## src/rtl/cpu_pkg.sv

```systemverilog
// Shared processor-side definitions: instruction memory geometry and loader states.
package cpu_pkg;

  localparam int unsigned INST_ADDR_WIDTH = 10;
  localparam int unsigned INST_DATA_WIDTH = 32;
  localparam int unsigned BYTE_W          = 8;

  typedef enum logic [1:0] {
    IDLE  = 2'd0,
    RECV  = 2'd1,
    WRITE = 2'd2,
    DONE  = 2'd3
  } loader_state_t;

endpackage

```

## src/rtl/word_assembler.sv

```systemverilog
// Packs a byte stream into little-endian words; byte 0 ends up in bits [7:0].
module word_assembler
  import cpu_pkg::*;
#(
  parameter int unsigned DATA_W = INST_DATA_WIDTH
) (
  input  logic              clk,
  input  logic              rst,
  input  logic              clr_i,
  input  logic              byte_valid_i,
  input  logic [BYTE_W-1:0] byte_i,
  output logic [DATA_W-1:0] word_o,
  output logic              word_valid_o
);

  logic [DATA_W-1:0] word_q, word_d;
  logic [1:0]        byte_cnt_q, byte_cnt_d;

  // Next state: shift new bytes in from the top so the first byte lands in lane 0.
  always_comb begin
    word_d     = word_q;
    byte_cnt_d = byte_cnt_q;
    if (clr_i) begin
      word_d     = '0;
      byte_cnt_d = 2'd0;
    end else if (byte_valid_i) begin
      word_d     = {byte_i, word_q[DATA_W-1:BYTE_W]};
      byte_cnt_d = byte_cnt_q + 2'd1;
    end
  end

  // Lane shift register and byte counter.
  always_ff @(posedge clk or posedge rst) begin
    if (rst) begin
      word_q     <= '0;
      byte_cnt_q <= 2'd0;
    end else begin
      word_q     <= word_d;
      byte_cnt_q <= byte_cnt_d;
    end
  end

  assign word_o       = word_q;
  assign word_valid_o = byte_valid_i && (byte_cnt_q == 2'd3);

endmodule

```

## src/rtl/imem_loader.sv

```systemverilog
// Boot loader: fills instruction SRAM from a byte stream, then hands the port to the CPU.
module imem_loader
  import cpu_pkg::*;
#(
  parameter int unsigned ADDR_W = INST_ADDR_WIDTH,
  parameter int unsigned DATA_W = INST_DATA_WIDTH
) (
  input  logic              clk,
  input  logic              rst,
  input  logic              boot_start,
  input  logic [ADDR_W:0]   boot_len,
  input  logic [BYTE_W-1:0] rx_data,
  input  logic              rx_valid,
  output logic              rx_ready,
  input  logic              cpu_imem_en,
  input  logic [ADDR_W-1:0] cpu_imem_addr,
  output logic [DATA_W-1:0] cpu_imem_data,
  output logic              sram_en,
  output logic              sram_we,
  output logic [ADDR_W-1:0] sram_addr,
  output logic [DATA_W-1:0] sram_wdata,
  input  logic [DATA_W-1:0] sram_rdata,
  output logic              cpu_hold,
  output logic              busy,
  output logic              done,
  output logic              err,
  output logic [BYTE_W-1:0] chk_sum
);

  localparam int unsigned CNT_W = ADDR_W + 1;
  localparam logic [CNT_W-1:0] MAX_LEN = {1'b1, {ADDR_W{1'b0}}};

  loader_state_t     state_q;
  logic [CNT_W-1:0]  word_cnt_q;
  logic [CNT_W-1:0]  len_q;
  logic [BYTE_W-1:0] chk_q;
  logic              err_q;

  logic              len_ok;
  logic              start_ok;
  logic              xfer;
  logic              word_valid;
  logic [DATA_W-1:0] asm_word;

  assign len_ok   = (boot_len != '0) && (boot_len <= MAX_LEN);
  assign start_ok = boot_start && len_ok && ((state_q == IDLE) || (state_q == DONE));
  assign xfer     = rx_valid && rx_ready;

  word_assembler #(
    .DATA_W (DATA_W)
  ) u_asm (
    .clk          (clk),
    .rst          (rst),
    .clr_i        (start_ok),
    .byte_valid_i (xfer),
    .byte_i       (rx_data),
    .word_o       (asm_word),
    .word_valid_o (word_valid)
  );

  // Loader FSM with word counter, latched length, checksum and sticky error.
  always_ff @(posedge clk or posedge rst) begin
    if (rst) begin
      state_q    <= IDLE;
      word_cnt_q <= '0;
      len_q      <= '0;
      chk_q      <= '0;
      err_q      <= 1'b0;
    end else begin
      case (state_q)
        IDLE, DONE: begin
          if (start_ok) begin
            state_q    <= RECV;
            word_cnt_q <= '0;
            len_q      <= boot_len;
            chk_q      <= '0;
            err_q      <= 1'b0;
          end else if (boot_start) begin
            err_q <= 1'b1;
          end
        end
        RECV: begin
          if (xfer) begin
            chk_q <= chk_q + rx_data;
            if (word_valid) begin
              state_q <= WRITE;
            end
          end
        end
        WRITE: begin
          word_cnt_q <= word_cnt_q + CNT_W'(1);
          if ((word_cnt_q + CNT_W'(1)) == len_q) begin
            state_q <= DONE;
          end else begin
            state_q <= RECV;
          end
        end
        default: state_q <= IDLE;
      endcase
    end
  end

  // SRAM port mux: loader writes in WRITE, CPU passthrough in DONE, idle otherwise.
  always_comb begin
    sram_en       = 1'b0;
    sram_we       = 1'b0;
    sram_addr     = '0;
    sram_wdata    = '0;
    cpu_imem_data = '0;
    case (state_q)
      WRITE: begin
        sram_en    = 1'b1;
        sram_we    = 1'b1;
        sram_addr  = word_cnt_q[ADDR_W-1:0];
        sram_wdata = asm_word;
      end
      DONE: begin
        sram_en       = cpu_imem_en;
        sram_addr     = cpu_imem_addr;
        cpu_imem_data = sram_rdata;
      end
      default: ;
    endcase
  end

  assign rx_ready = (state_q == RECV);
  assign busy     = (state_q == RECV) || (state_q == WRITE);
  assign done     = (state_q == DONE);
  assign cpu_hold = (state_q != DONE);
  assign err      = err_q;
  assign chk_sum  = chk_q;

endmodule

```

## config.mk

```make
export PLATFORM = sky130hd
export DESIGN_NAME = imem_loader
export DESIGN_NICKNAME = d
export VERILOG_FILES = /design/src/rtl/cpu_pkg.sv /design/src/rtl/word_assembler.sv /design/src/rtl/imem_loader.sv
export SDC_FILE = /design/constraint.sdc
export NUM_CORES = 1
export LEC_CHECK = 0
export CAP_MARGIN = 20
export CORE_ASPECT_RATIO = 1.5
export CORE_UTILIZATION = 40
export CTS_CLUSTER_DIAMETER = 50
export CTS_CLUSTER_SIZE = 14
export DETAILED_ROUTE_END_ITERATION = 12
export HOLD_SLACK_MARGIN = 0.08
export PLACE_DENSITY_LB_ADDON = 0.08
export SETUP_SLACK_MARGIN = 0.5
export SYNTH_ARGS = -nofsm -noshare
export SYNTH_HDL_FRONTEND = slang
export SYNTH_HIERARCHICAL = 1
export SYNTH_SLANG_ARGS = --single-unit
```

## constraint.sdc

```tcl
create_clock -name clk -period 2.2 [get_ports clk]
set_clock_uncertainty 0.15 [all_clocks]
set_input_delay 0.44 -clock clk [delete_from_list [all_inputs] [get_ports clk]]
set_output_delay 0.44 -clock clk [all_outputs]
set_load 0.02 [all_outputs]
```

==> metrics.md, run 1 <==
| Metric | Value |
|---|---|
| Worst Max-Slew Pin Slew | `0.4736 ns` |
| Pin count of the biggest net entering global routing | `35` |
| Max Transition Viols Final | `0` |
| Reg clk slew, reported paths | `~0.06 ns` |
| Mapped Cells | `417` |
| Seq/Total Area, Yosys | `0.4110` |
| Cell Pwr Density | `1287 nW/µm²` |
| Crit-path max cell delay | `0.46 ns` |
| Starting Density | `0.4162` |
| IR drop worst, VDD | `970.2 µV` |
| Most common cell after layout, fill and taps aside | `buf_6` |
| Non-filler cells, final | `797` |
| Slew margin rel. | `0.6843` |
| Core Region | `between 9000 and 10000 µm²` |
| Fraction of registers with async set/reset | `1.000` |
| Row Count | `between 40 and 50` |
| Via count | `4429` |
| Area share of the largest cell type after synthesis | `0.4110` |
| Die Span Y | `125.7 µm` |
| Clk_lat worst skew | `0.34 ns` |
| Setup-failing EPs final | `10` |
| Top post-synthesis cells by area | `dfrtp_1, and2_1, mux2i_1` |
| GRT Util Overall | `0.3023` |
| Leakage Power | `~3.9 nW` |
| Violated checks | `DRC, setup timing` |
| Finished Core Util | `0.8647` |
| Outcome | `finished, violations left` |
| Max Buffers Root-to-Sink | `2` |
| Layout Nets | `around 760` |
| Share of cells above drive strength 1 | `0.6202` |
| N_diodes | `0` |
| Register area | `1687 µm²` |
| DR iter-0 viols | `232` |
| Tmin final | `2.294 ns` |
| Crit. End Element | `flip-flop` |
| Clk sink count | `67` |
| Vias in the first global route | `4441` |
| Multi-input gate area | `3221 µm²` |
| Prevailing post-synth register cell | `dfrtp_1` |
| R2R depth | `7` |
| Maximum clock frequency | `about 440 MHz` |
| Buf/Inv on CP | `1` |
| Vias per cell | `5.557` |
| HPWL Detailed | `9396 µm` |
| Crit path cell chain | `nand4_4 > buf_4 > or2_1 > a32oi_1 > o211ai_1 > or4_4 > a31oi_2` |
| Pre-CTS WS | `-0.4239 ns` |
| Startpoint types | `flip-flop` |
| Crit share post-route | `1.043` |
| Hold worst-path end | `len_q[6]$_DFFE_PP0P_` |
| CP max-delay cell | `or4_4` |
| Hold-fix buffer count after cts | `0` |
| Crit path required time | `2.30 ns` |
| Crit path launch | `word_cnt_q[0]$_DFFE_PP0P_` |
| Syn Std Cell Area | `4079 µm²` |
| RR Startpoint | `word_cnt_q[0]$_DFFE_PP0P_` |
| Post-DRT Antenna Nets | `0` |
| Fillers | `485` |
| CTS tree | `done` |
| Type of the worst setup path | `reg -> reg` |
| Global-route wire length before repair | `24250 µm` |
| Root buffer cell | `clkbuf_16` |
| Most area-hungry cell type in the Yosys netlist | `dfrtp_1` |
| Crit path max fanout | `4` |
| Worst Hold Depth | `2` |
| Family with the most delay on the worst path | `simple AND/OR/NAND/NOR gates` |
| Yosys warns | `6` |
| Die area | `10610 µm²` |
| Syn avg cell area | `9.782 µm²` |
| Aggregate routed wire length | `17870 µm` |
| Inserted Clock Buffers | `9` |
| Routed WL per cell | `22.42 µm` |
| Max H-tree Level | `3` |
| Initial antenna violation count | `0` |
| Unrepaired setup endpoints after global routing | `true` |
| I/O Pins | `155` |
| Max-Cap Viols | `0` |
| Gr ovfl total | `0` |
| Die X | `between 80 and 90 µm` |
| Sum of negative setup slack | `-0.3616 ns` |
| RePlAce Congestion | `0.8470` |
| Worst min path class | `in -> reg` |
| Final worst slack | `-0.09354 ns` |
| Synth unique cells | `49` |
| Reg-to-reg slack, setup | `-0.09 ns` |
| Worst hold-check slack | `0.2297 ns` |
| PortBufs | `154` |
| Drt first pass iters | `9` |
| Critical Path AT | `~2.4 ns` |
| Post-synth EDFFs | `0` |
| Yosys reg bits | `67` |
| Commonest cells after routing, fill and taps aside | `buf_6, and2_4, buf_4` |
| RR Endpoint | `state_q[1]$_DFFE_PP0P_` |
| # placed instances | `between 700 and 800` |
| Post-synthesis net count | `slightly below 500` |
| Hold Crit Start | `boot_len[6]` |
| Area Growth Syn to Fin | `107.7%` |
| Fin. Hold Viols | `0` |
| DRC | `7` |
## state kept, by name, indices dropped and copies added, names as in the netlist
register,cells
u_asm/word_o,32
len_q,11
word_cnt_q,11
chk_sum,8
state_q,2
u_asm/byte_cnt_q,2
err,1
## Yosys cell counts, types with 2 or more instances
cell type and number:
nor3_1 4, buf_2 6, mux2_2 11, o211ai_1 2, nand3_1 7, o21a_1 3, or3_1 2, dfrtp_1 67
ha_1 13, xnor2_1 11, o21ai_0 11, buf_12 3, clkbuf_1 15, or2_2 2, or2_1 2, nand2_1 14
and4_1 2, a32oi_1 2, a21oi_1 11, o31ai_1 6, xor2_1 8, a21o_1 2, and2_1 69, mux2i_1 35
a31oi_1 3, nor4_1 2, inv_1 14, o41ai_1 2, nor2_1 44, o21ai_1 8, a22o_1 17, nand4_1 2
## metal layers
metal / part of all wire / up-vias / track usage / routed length, µm
met3: 0.038 / 68 / 0.05177 / 681
met4: 0.051 / 0 / 0.1555 / 910
li1: - / 1957 / - / -
met1: 0.35 / 2216 / 0.3212 / 6256
met2: 0.56 / 188 / 0.5665 / 10020
met5: 0 / - / 0 / 0
## kinds of logic (layout without fill, tap and decap cells)
logic type,Yosys count,in the layout,share of synthesized area
AO/OA/AOI/OAI,72,72,0.1218
XOR/XNOR,19,19,0.04080
adder cells (fa/ha/maj),14,14,0.04479
buffers and inverters,40,305,0.05245
flip-flops,67,67,0.4110
multiplexers,46,46,0.1163
AND/OR/NAND/NOR,159,159,0.2129
## final cells by class
class,instances,share of cell area
inverters,14,0.007679
repair buffers,275,0.3599
multi-input cells,310,0.3801
well taps,115,0.01698
clock buffers,15,0.03278
clock inverters,1,0.003544
flip-flops and latches,67,0.1991
## stage by stage
stage,total power [mW],area (µm²)
6_report,10.90,8473
5_1_grt,11.32,8473
4_1_cts,9.725,7896
3_5_place_dp,6.758,6620
3_3_place_gp,6.658,6620
2_1_floorplan,5.073,4703
## worst max path at each step
stage,to,cells past startpoint
2_1_floorplan,chk_sum[6]$_DFFE_PP0P_,8
3_3_place_gp,chk_sum[7]$_DFFE_PP0P_,8
3_5_place_dp,chk_sum[7]$_DFFE_PP0P_,8
4_1_cts,sram_addr[3],5
5_1_grt,state_q[1]$_DFFE_PP0P_,6
6_report,state_q[1]$_DFFE_PP0P_,7
## report_power, final
| group | internal, mW | switching (mW) |
|---|---|---|
| logic | 3.93 | 3.30 |
| clock network | 0.973 | 0.563 |
| registers | 1.66 | 0.477 |
## worst register-to-register path: stages (launching register included)
cell	delay [ns]
dfrtp_2	0.43
nand4_4	0.15
buf_4	0.17
or2_1	0.28
a32oi_1	0.22
o211ai_1	0.17
or4_4	0.46
a31oi_2	0.17
## what timing repair did
action / in CTS / in global routing
resized for setup: 625 / 123
endpoints found under the setup margin: 156 / 155
gates cloned: 10 / 4
pin swaps: 49 / 29
setup buffers: 37 / 8
Note: power is estimated with default switching activity, not from simulation.
==> inputs of run 2 (changes only) <==
Settings changed: ABC_AREA set to 1, CORE_UTILIZATION 40 to 41, HOLD_SLACK_MARGIN 0.08 to 0.02.
==> run 2 against run 1 <==
The flow now finishes without violations; global-route usage decreased by 1.8 points; critical path depth decreased by 1; utilization is 4.5 points lower; cell area shrank 2.0%; synthesized cell count rose by 47%; worst setup slack gained 0.12 ns; sequential power increased by 6%; highest routed layer unchanged.
==> metrics.md, run 2 <==
| Metric | Value |
|---|---|
| Type of the worst setup path | `reg -> out (was reg -> reg)` |
| Main combinational cell family by area after synthesis | `simple AND/OR/NAND/NOR gates (unchanged)` |
| I/O Pins | `155 (unchanged)` |
| Crit path required time | `1.61 ns (was 2.30 ns)` |
| Register area | `1684 µm² (was 1687 µm²)` |
| Reg clk slew, reported paths | `0.06 ns (about the same)` |
| Die X | `85.45 µm (was 84.45 µm)` |
| Share of cells above drive strength 1 | `0.4893 (was 0.6202)` |
| Global-route wire length before repair | `24180 µm (was 24250 µm)` |
| Total power | `10.72 mW (was 10.90 mW)` |
| Max H-tree Level | `3 (unchanged)` |
| Seq/Total Area, Yosys | `0.3915 (was 0.4110)` |
| Syn avg cell area | `6.975 µm² (was 9.782 µm²)` |
| Family with the most delay on the worst path | `flip-flops (was simple AND/OR/NAND/NOR gates)` |
| Outcome | `finished clean (was finished, violations left)` |
| Final instance area | `8304 µm² (was 8473 µm²)` |
| Multi-input gate area | `3037 µm² (was 3221 µm²)` |
| Via count | `5026 (was 4429)` |
| Commonest cells after routing, fill and taps aside | `nand2_1, buf_6, inv_2, dfrtp_1, nand2_4 (was buf_6, and2_4, buf_4)` |
| PortBufs | `154 (unchanged)` |
| Cell Pwr Density | `1291 nW/µm² (was 1287 nW/µm²)` |
| Tmin final | `2.169 ns (was 2.294 ns)` |
| Worst hold-check slack | `0.1894 ns (was 0.2297 ns)` |
| Hold-fix buffer count after cts | `0 (unchanged)` |
| Routed WL per cell | `17.08 µm (was 22.42 µm)` |
| Fraction of registers with async set/reset | `1.000 (unchanged)` |
| Vias per cell | `5.230 (was 5.557)` |
| Worst min path class | `in -> async (was in -> reg)` |
| DR iter-0 viols | `433 (was 232)` |
| Clk sink count | `67 (unchanged)` |
| Die area | `10870 µm² (was 10610 µm²)` |
| Number of flip-flops in the largest register | `32 (unchanged)` |
| Fin. Hold Viols | `0 (unchanged)` |
| Post-DRT Antenna Nets | `0 (unchanged)` |
| CTS tree | `done (unchanged)` |
| Most frequent cells after synthesis | `nand2_1, inv_1, dfrtp_1 (was and2_1, dfrtp_1, nor2_1)` |
| Leakage Power | `4.615 nW (was 3.862 nW)` |
| Fillers | `611 (was 485)` |
| Synth Area in Compound Gates | `0.06047 (was 0.1218)` |
| Crit share post-route | `0.9861 (was 1.043)` |
| Root buffer cell | `clkbuf_16 (unchanged)` |
| Max Transition Viols Final | `0 (unchanged)` |
| GRT Util Overall | `0.2840 (was 0.3023)` |
| Post-synth EDFFs | `0 (unchanged)` |
| Max-Cap Viols | `0 (unchanged)` |
| Maximum clock frequency | `461.0 MHz (was 436.0 MHz)` |
| Area share of the largest cell type after synthesis | `0.3915 (was 0.4110)` |
| Sum of negative setup slack | `0 ns (was -0.3616 ns)` |
| Crit path max fanout | `6 (was 4)` |
| Row Count | `45 (was 44)` |
| Setup-failing EPs final | `0 (was 10)` |
| Critical Path AT | `1.58 ns (was 2.40 ns)` |
| Reg-to-reg slack, setup | `0.21 ns (was -0.09 ns)` |
| Placement Cell Area | `6496 µm² (was 6620 µm²)` |
| Yosys warns | `6 (unchanged)` |
| Crit-path max cell delay | `0.45 ns (was 0.46 ns)` |
| Synth unique cells | `39 (was 49)` |
| Most area-hungry cell type in the Yosys netlist | `dfrtp_1 (unchanged)` |
| Post-synthesis simple-gate area fraction | `0.3634 (was 0.2129)` |
| Starting Density | `0.4226 (was 0.4162)` |
| Area Growth Syn to Fin | `93.89% (was 107.7%)` |
| Worst Max-Slew Pin Slew | `0.4700 ns (was 0.4736 ns)` |
| Most common cell after layout, fill and taps aside | `nand2_1 (was buf_6)` |
| Adder-Cell Fraction of Synth Area | `0.04265 (was 0.04479)` |
| Mux contribution to synthesized area | `0 (was 0.1163)` |
| Core Region | `10130 µm² (was 9799 µm²)` |
| Layout Nets | `919 (was 757)` |
| Inserted Clock Buffers | `9 (unchanged)` |
| N_diodes | `0 (unchanged)` |
| Unrepaired setup endpoints after global routing | `true (unchanged)` |
| Crit. End Element | `primary output (was flip-flop)` |
| Buf/Inv on CP | `3 (was 1)` |
| Max Buffers Root-to-Sink | `2 (unchanged)` |
| HPWL Detailed | `9364 µm (was 9396 µm)` |
| IR drop worst, VDD | `968.1 µV (was 970.2 µV)` |
| Mapped Cells | `614 (was 417)` |
| RePlAce Congestion | `0.8965 (was 0.8470)` |
| Top post-synthesis cells by area | `dfrtp_1, nand2_1, inv_1 (was dfrtp_1, and2_1, mux2i_1)` |
| Gr ovfl total | `0 (unchanged)` |
| Vias in the first global route | `4849 (was 4441)` |
| Crit path cell chain | `ha_4 > buf_12 > clkbuf_16 > nand2_4 > o21ai_4 > buf_6 (was nand4_4 > buf_4 > or2_1 > a32oi_1 > o211ai_1 > or4_4 > a31oi_2)` |
| DRC | `0 (was 7)` |
| Drt first pass iters | `5 (was 9)` |
| Xor/xnor share of the synthesized area | `0.008180 (was 0.04080)` |
| Yosys reg bits | `67 (unchanged)` |
| Pin count of the biggest net entering global routing | `34 (was 35)` |
| Aggregate routed wire length | `16410 µm (was 17870 µm)` |
| Slew margin rel. | `0.6867 (was 0.6843)` |
| Prevailing post-synth register cell | `dfrtp_1 (unchanged)` |
| Initial antenna violation count | `0 (unchanged)` |
| Syn Std Cell Area | `4283 µm² (was 4079 µm²)` |
| Count leader, synth | `nand2_1 (was and2_1)` |
| CP max-delay cell | `dfrtp_2 (was or4_4)` |
| Clk_lat worst skew | `0.34 ns (about the same)` |
| Post-synthesis net count | `694 (was 497)` |
| Die Span Y | `127.2 µm (was 125.7 µm)` |
| Startpoint types | `flip-flop (unchanged)` |
## run 2: layout make-up
| cell class | count | share of cell area |
|---|---|---|
| Timing Repair inverter | 5 | 0.009040 |
| Tap cell | 117 | 0.01763 |
| Timing Repair Buffer | 229 | 0.3089 |
| Multi-Input combinational cell | 417 | 0.3657 |
| Inverter | 110 | 0.05741 |
| Clock buffer | 12 | 0.02968 |
| Sequential cell | 67 | 0.2028 |
| Clock inverter | 4 | 0.008890 |
## run 2: kinds of logic after synthesis
family	count (synthesis)
AO/OA/AOI/OAI	45
XOR/XNOR	4
adder cells (fa/ha/maj)	14
buffers and inverters	133
flip-flops	67
AND/OR/NAND/NOR	351
## run 2: path summary, 6_finish.rpt
check | from | to | cells past startpoint
setup / recovery | state_q[1]$_DFFE_PP0P_ | sram_addr[9] | 6
hold / removal | rst | u_asm/word_o[2]$_DFFE_PP0P_ | 2
hold reg to reg | chk_sum[3]$_DFFE_PP0P_ | chk_sum[3]$_DFFE_PP0P_ | 2
max in group asynchronous | rst | u_asm/word_o[3]$_DFFE_PP0P_ | 3
min in group clk | boot_len[4] | len_q[4]$_DFFE_PP0P_ | 3
setup reg to reg | state_q[0]$_DFFE_PP0P_ | state_q[1]$_DFFE_PP0P_ | 13
## run 2: metal layers
layer / share of wire / up-vias / wire length, µm / GRT usage
li1: - / 2352 / - / -
met1: 0.39 / 2452 / 6404 / 0.3520
met2: 0.54 / 192 / 8852 / 0.5106
met3: 0.047 / 30 / 771 / 0.04199
met4: 0.024 / 0 / 386 / 0.07647
met5: 0 / - / 0 / 0
## run 2: power breakdown
part / internal (mW) / switching, mW / total, mW
Sequential: 1.70 / 0.566 / 2.26
Clock: 1.02 / 0.559 / 1.58
Combinational: 3.23 / 3.65 / 6.88
## run 2: timing repair
item                                    CTS  global route
resized for setup                       573           131
setup buffers                            26             8
pin swaps                                51            16
cloned                                   14             3
endpoints found under the setup margin  156           149
## run 2: metrics by stage
step / instances / utilization / worst slack, ns
2_1_floorplan: 614 / - / 0.3678
3_3_place_gp: 894 / 0.6410 / -0.1829
3_5_place_dp: 894 / 0.6410 / -0.1894
4_1_cts: 950 / 0.7622 / 0.05948
5_1_grt: 961 / 0.8194 / 0.001894
6_report: 961 / 0.8194 / 0.03065
